===== config.mk =====
export PLATFORM = sky130hd
export DESIGN_NAME = au_addsub_serial
export DESIGN_NICKNAME = d
export VERILOG_FILES = /design/src/rtl/au_pkg.sv /design/src/rtl/au_addsub_digit.sv /design/src/rtl/au_addsub_serial.sv
export SDC_FILE = /design/constraint.sdc
export NUM_CORES = 1
export LEC_CHECK = 0
export CAP_MARGIN = 5
export CELL_PAD_IN_SITES_DETAIL_PLACEMENT = 0
export CELL_PAD_IN_SITES_GLOBAL_PLACEMENT = 1
export CORE_MARGIN = 10
export CORE_UTILIZATION = 41
export CTS_CLUSTER_SIZE = 24
export DETAILED_ROUTE_END_ITERATION = 10
export PLACE_DENSITY_LB_ADDON = 0.1
export SYNTH_ARGS = -nofsm -noshare
export SYNTH_HDL_FRONTEND = slang
export SYNTH_SLANG_ARGS = --single-unit
export TNS_END_PERCENT = 30

===== constraint.sdc =====
create_clock -name clk -period 3.2 [get_ports clk]
set_input_delay 0.32 -clock clk [delete_from_list [all_inputs] [get_ports clk]]
set_output_delay 0.32 -clock clk [all_outputs]
set_load 0.02 [all_outputs]

===== src/rtl/au_pkg.sv =====
// Shared types and elaboration helpers for the arithmetic unit serial blocks.
// Latency: none (package only). Backpressure: not applicable.
// Holds the control FSM state encoding and the digit-count sizing functions.
package au_pkg;

    typedef enum logic [1:0] {
        IDLE = 2'd0,
        CALC = 2'd1,
        DONE = 2'd2
    } state_t;

    function automatic int ceil_div(input int n, input int d);
        return (n + d - 1) / d;
    endfunction

    // Digit counter width; a single-digit configuration still needs one bit.
    function automatic int cnt_width(input int ncyc);
        return (ncyc > 1) ? $clog2(ncyc) : 1;
    endfunction

endpackage


===== src/rtl/au_addsub_digit.sv =====
// Combinational DIGIT-bit ripple-carry slice with a valid-lane limit.
// Latency: zero cycles (pure combinational). Backpressure: none, owner sequences it.
// Lanes at or above nvalid produce zero sum and pass the carry straight through.
module au_addsub_digit
    import au_pkg::*;
#(
    parameter int DIGIT = 4,
    parameter int NVW   = $clog2(DIGIT + 1)
) (
    input  logic [DIGIT-1:0] a,
    input  logic [DIGIT-1:0] b,
    input  logic             cin,
    input  logic [NVW-1:0]   nvalid,
    output logic [DIGIT-1:0] sum,
    output logic             cout,
    output logic             c_msb
);

    logic c;

    always_comb begin
        c     = cin;
        sum   = '0;
        c_msb = cin;
        for (int i = 0; i < DIGIT; i++) begin
            if (NVW'(i) < nvalid) begin
                sum[i] = a[i] ^ b[i] ^ c;
                // Carry entering the top valid lane feeds the overflow flag.
                if (NVW'(i + 1) == nvalid) begin
                    c_msb = c;
                end
                c = (a[i] & b[i]) | (c & (a[i] ^ b[i]));
            end
        end
        cout = c;
    end

endmodule


===== src/rtl/au_addsub_serial.sv =====
// Digit-serial 2's complement adder-subtractor with carry-in and overflow flag.
// Latency: NCYC = ceil(WIDTH/DIGIT) cycles from accept to out_valid; one bubble after retire.
// Backpressure: result held in DONE until out_ready; in_ready only in IDLE.
module au_addsub_serial
    import au_pkg::*;
#(
    parameter int WIDTH = 16,
    parameter int DIGIT = 4
) (
    input  logic             clk,
    input  logic             rst,
    input  logic             in_valid,
    output logic             in_ready,
    input  logic [WIDTH-1:0] a,
    input  logic [WIDTH-1:0] b,
    input  logic             ci,
    input  logic             add_sub,
    output logic             out_valid,
    input  logic             out_ready,
    output logic [WIDTH-1:0] s,
    output logic             v,
    output logic             busy
);

    if (WIDTH < 1 || DIGIT < 1 || DIGIT > WIDTH) begin : g_bad_param
        $fatal(1, "au_addsub_serial: illegal WIDTH=%0d DIGIT=%0d", WIDTH, DIGIT);
    end

    localparam int NCYC = ceil_div(WIDTH, DIGIT);
    localparam int KW   = cnt_width(NCYC);
    localparam int LAST = WIDTH - (NCYC - 1) * DIGIT;
    localparam int NVW  = $clog2(DIGIT + 1);
    localparam logic [KW-1:0]    K_LAST = KW'(NCYC - 1);
    localparam logic [WIDTH-1:0] DMASK  = WIDTH'({DIGIT{1'b1}});

    state_t            state;
    state_t            state_nxt;
    logic [WIDTH-1:0]  a_q;
    logic [WIDTH-1:0]  b_q;
    logic              carry;
    logic [KW-1:0]     k;
    logic [WIDTH-1:0]  s_q;
    logic              v_q;

    logic              accept;
    logic              last_dig;
    logic [31:0]       sh;
    logic [DIGIT-1:0]  a_dig;
    logic [DIGIT-1:0]  b_dig;
    logic [DIGIT-1:0]  sum_dig;
    logic              cout_dig;
    logic              cmsb_dig;
    logic [NVW-1:0]    nvalid;
    logic [WIDTH-1:0]  s_nxt;

    assign in_ready  = (state == IDLE);
    assign out_valid = (state == DONE);
    assign busy      = (state != IDLE);
    assign s         = s_q;
    assign v         = v_q;

    assign accept   = in_valid & in_ready;
    assign last_dig = (k == K_LAST);
    assign sh       = 32'(k) * 32'(DIGIT);
    assign nvalid   = last_dig ? NVW'(LAST) : NVW'(DIGIT);

    // Right shift zero-fills the lanes of a partial final digit.
    assign a_dig = DIGIT'(a_q >> sh);
    assign b_dig = DIGIT'(b_q >> sh);
    // Truncation to WIDTH keeps unused top lanes of the last digit out of s.
    assign s_nxt = (s_q & ~(DMASK << sh)) | (WIDTH'(sum_dig) << sh);

    au_addsub_digit #(
        .DIGIT (DIGIT),
        .NVW   (NVW)
    ) u_digit (
        .a      (a_dig),
        .b      (b_dig),
        .cin    (carry),
        .nvalid (nvalid),
        .sum    (sum_dig),
        .cout   (cout_dig),
        .c_msb  (cmsb_dig)
    );

    always_ff @(posedge clk or posedge rst) begin
        if (rst) begin
            state <= IDLE;
        end else begin
            state <= state_nxt;
        end
    end

    always_comb begin
        state_nxt = state;
        case (state)
            IDLE:    if (accept)    state_nxt = CALC;
            CALC:    if (last_dig)  state_nxt = DONE;
            DONE:    if (out_ready) state_nxt = IDLE;
            default:                state_nxt = IDLE;
        endcase
    end

    always_ff @(posedge clk or posedge rst) begin
        if (rst) begin
            a_q   <= '0;
            b_q   <= '0;
            carry <= 1'b0;
            k     <= '0;
            s_q   <= '0;
            v_q   <= 1'b0;
        end else begin
            case (state)
                IDLE: begin
                    if (accept) begin
                        // Subtraction as a + ~b + ~ci equals a - b - ci.
                        a_q   <= a;
                        b_q   <= add_sub ? ~b : b;
                        carry <= add_sub ? ~ci : ci;
                        k     <= '0;
                    end
                end
                CALC: begin
                    s_q   <= s_nxt;
                    carry <= cout_dig;
                    k     <= k + 1'b1;
                    if (last_dig) begin
                        v_q <= cmsb_dig ^ cout_dig;
                    end
                end
                default: ;
            endcase
        end
    end

endmodule

==> results.toml <==
[run_status]
run_status = "completed"

[synth]
synth.distinct_cells = 30
synth.cell_area_um2 = 2641
ys_seq_elements = 54
synth-edff-count = 0
ys_seq_area_frac = 0.5116
async_flop_share = 1.000
synth_nets = 229
synth.avg_cell_area_um2 = 14.43
yosys_warnings = 0
synthFlopType = "dfrtp_1"
synth_cells = 183

[power]
p_leak_nw = 1.431
powerDensity_nw_per_um2 = 1119
ir_worst_vdd_v = 0.0005056

[routing]
drtAntennaViolNets = 0
wl_per_cell_um = 19.15
drt-initial-drc-count = 60
vias = 1676
routed_wl_um = 6090
drc = 0
viasPerCell = 5.270
first_pass_iters = 4

[floorplanning]
rows = 29
io_pins = 58
die_area_um2 = 10050
die_x_um = 100.3
fp.dieH_um = 100.3
start_util = 0.4184
coreArea_um2 = 6314

[global_route]
grt.total_usage = 0.1258
grt_overflow = 0
grt_pass1_wl_um = 10180
grt_max_degree = 55
grt_pass1_vias = 1955
grt_antenna_before_repair = 0

[sta]
max_slew_margin = 0.2467
hold_violations = 0
setup_ws_ns = 0.1913
finalCritPeriodShare = 0.9402
rsz0062_at_grt = "no"
drv_slew = 0
setup_viol = 0
max_slew.worst_pin.slew_ns = 1.130
finalSetupTns_ns = 0
min_period_ns = 3.009
fin_hold_ws_ns = 0.4996
finalClockSkew_ns = 0.007295
clock.fmax_mhz = 332.4

[setup_path]
crit_start = "k[1]"
r2r_end = "carry"
arrival_ns = 3.20
critPathMaxFanout = 5
required_ns = 3.39
rrSetupSlack_ns = 0.19
crit_path_end_kind = "flop"
endpoint = "carry"
reg2regPathDepth = 11
r2r-start = "k[1]"
path_class = "flop to flop"
cp-start-kind = "flop"

[clock_network]
numCtsBuffers = 5
cts_max_path_buffers = 2
clock-sinks = 54
ctsHtreeMaxLevel = 2
post_cts_buffers = 0
clk_latency_ns = 0.30
clk_pin_slew_worst_paths_ns = 0.09
ctsRootBufferMaster = "clkbuf_8"
cts_resized = 0
hold_buffers = 0
cts_tree = "done"

[place]
io_buffers = 57
gp_congestion = 0.8230
detailedPlace.worstSlack_ns = 0.2434
dp_hpwl_um = 4555

[finish]
final_nets = 287
n_fill_cell = 551
regArea_um2 = 1351
multi_input_area_um2 = 1166
diodes = 0
syn2layout_area_growth_pct = 26.81
drive_gt1_frac = 0.2241

[run]
maxCapViolCount = 0

[min_path]
hp-class = "flop to flop"
-- cells in the mapped netlist (2+ instances only) --
cell type / number / area [um2]
a22o_1: 8 / 70.07
mux4_2: 8 / 180.2
buf_6: 3 / 33.78
fa_1: 4 / 80.08
mux2_2: 31 / 349.1
mux2_1: 3 / 33.78
inv_1: 14 / 52.55
ha_1: 4 / 50.05
dfrtp_1: 54 / 1351
buf_2: 6 / 30.03
a32o_1: 8 / 80.08
xor2_1: 17 / 148.9
nand3b_1: 5 / 37.54
nor2b_1: 2 / 12.51
-- routing by layer --
metal / vias up / share of wire / track usage
li1: 761 / - / -
met1: 864 / 0.42 / 0.1539
met2: 47 / 0.51 / 0.2112
met3: 4 / 0.065 / 0.04121
met4: 0 / 0.0026 / 0.02609
met5: - / 0 / 0
-- worst min-delay path by stage --
stage,startpoint,to,slack [ns],depth (start not counted)
3_3_place_gp,b_q[11],b_q[11],0.47,1
2_1_floorplan,out_ready,state[1],0.43,1
4_1_cts,a_q[8],a_q[8],0.51,1
6_report,s[13],s[13],0.50,1
3_5_place_dp,a_q[8],a_q[8],0.49,1
5_1_grt,s[3],s[3],0.52,1
-- flip-flops by register name (all words and copies together) (netlist names) --
name   cells
b_q       16
k          2
s         16
state      2
carry      1
v          1
a_q       16
-- power by group --
part,internal [mW],switching (mW)
clock,0.148,0.216
sequential,1.03,0.239
combinational,1.09,1.02
total,2.27,1.47
-- logic make-up after synthesis --
logic type | after synthesis | synth area share
compound gates | 21 | 0.07106
fa+ha+maj | 8 | 0.04927
simple gates | 16 | 0.04832
flops | 54 | 0.5116
buf+inv | 24 | 0.04690
xor+xnor | 18 | 0.05969
mux | 42 | 0.2132
-- per-stage QoR --
step | power [mW] | instance area, um2 | util | instances
5_1_grt | 4.062 | 3349 | 0.5305 | 318
3_3_place_gp | 3.328 | 3267 | 0.5174 | 311
2_1_floorplan | 2.697 | 2641 | - | 183
4_1_cts | 3.800 | 3346 | 0.5299 | 318
6_report | 3.747 | 3349 | 0.5305 | 318
3_5_place_dp | 3.428 | 3267 | 0.5174 | 311
-- cell usage in the layout, fill, tap and decap left out, drive strengths merged --
master and n:
o31ai 1, clkdlybuf4s50 57, and2b 1, a221o 1, nor2 1, xor2 17, and3b 1, nor2b 2
clkinv 2, and2 1, nor3b 3, or2 1, a21o 1, mux2 34, nand3b 5, dfrtp 54
buf 4, o21ai 1, mux4 8, fa 4, o21bai 1, a22o 8, inv 14, ha 4
clkbuf 5, xnor2 1, nand2b 1, a32o 8
-- cell type report --
class,instances,area share
clock buffers,5,0.02055
inverters,14,0.01569
flip-flops and latches,54,0.4034
clock inverters,2,0.002988
repair buffers,61,0.1804
well taps,77,0.02876
multi-input cells,105,0.3482
-- critical path, cell delays in order, from the launching register on --
cell     delay, ns
dfrtp_1       0.46
mux4_2        0.52
inv_1         0.08
fa_1          0.16
inv_1         0.05
fa_1          0.35
inv_1         0.08
fa_1          0.21
inv_1         0.06
fa_1          0.41
and3b_1       0.22
a221o_1       0.27
Power figures use the tool's default switching activity.
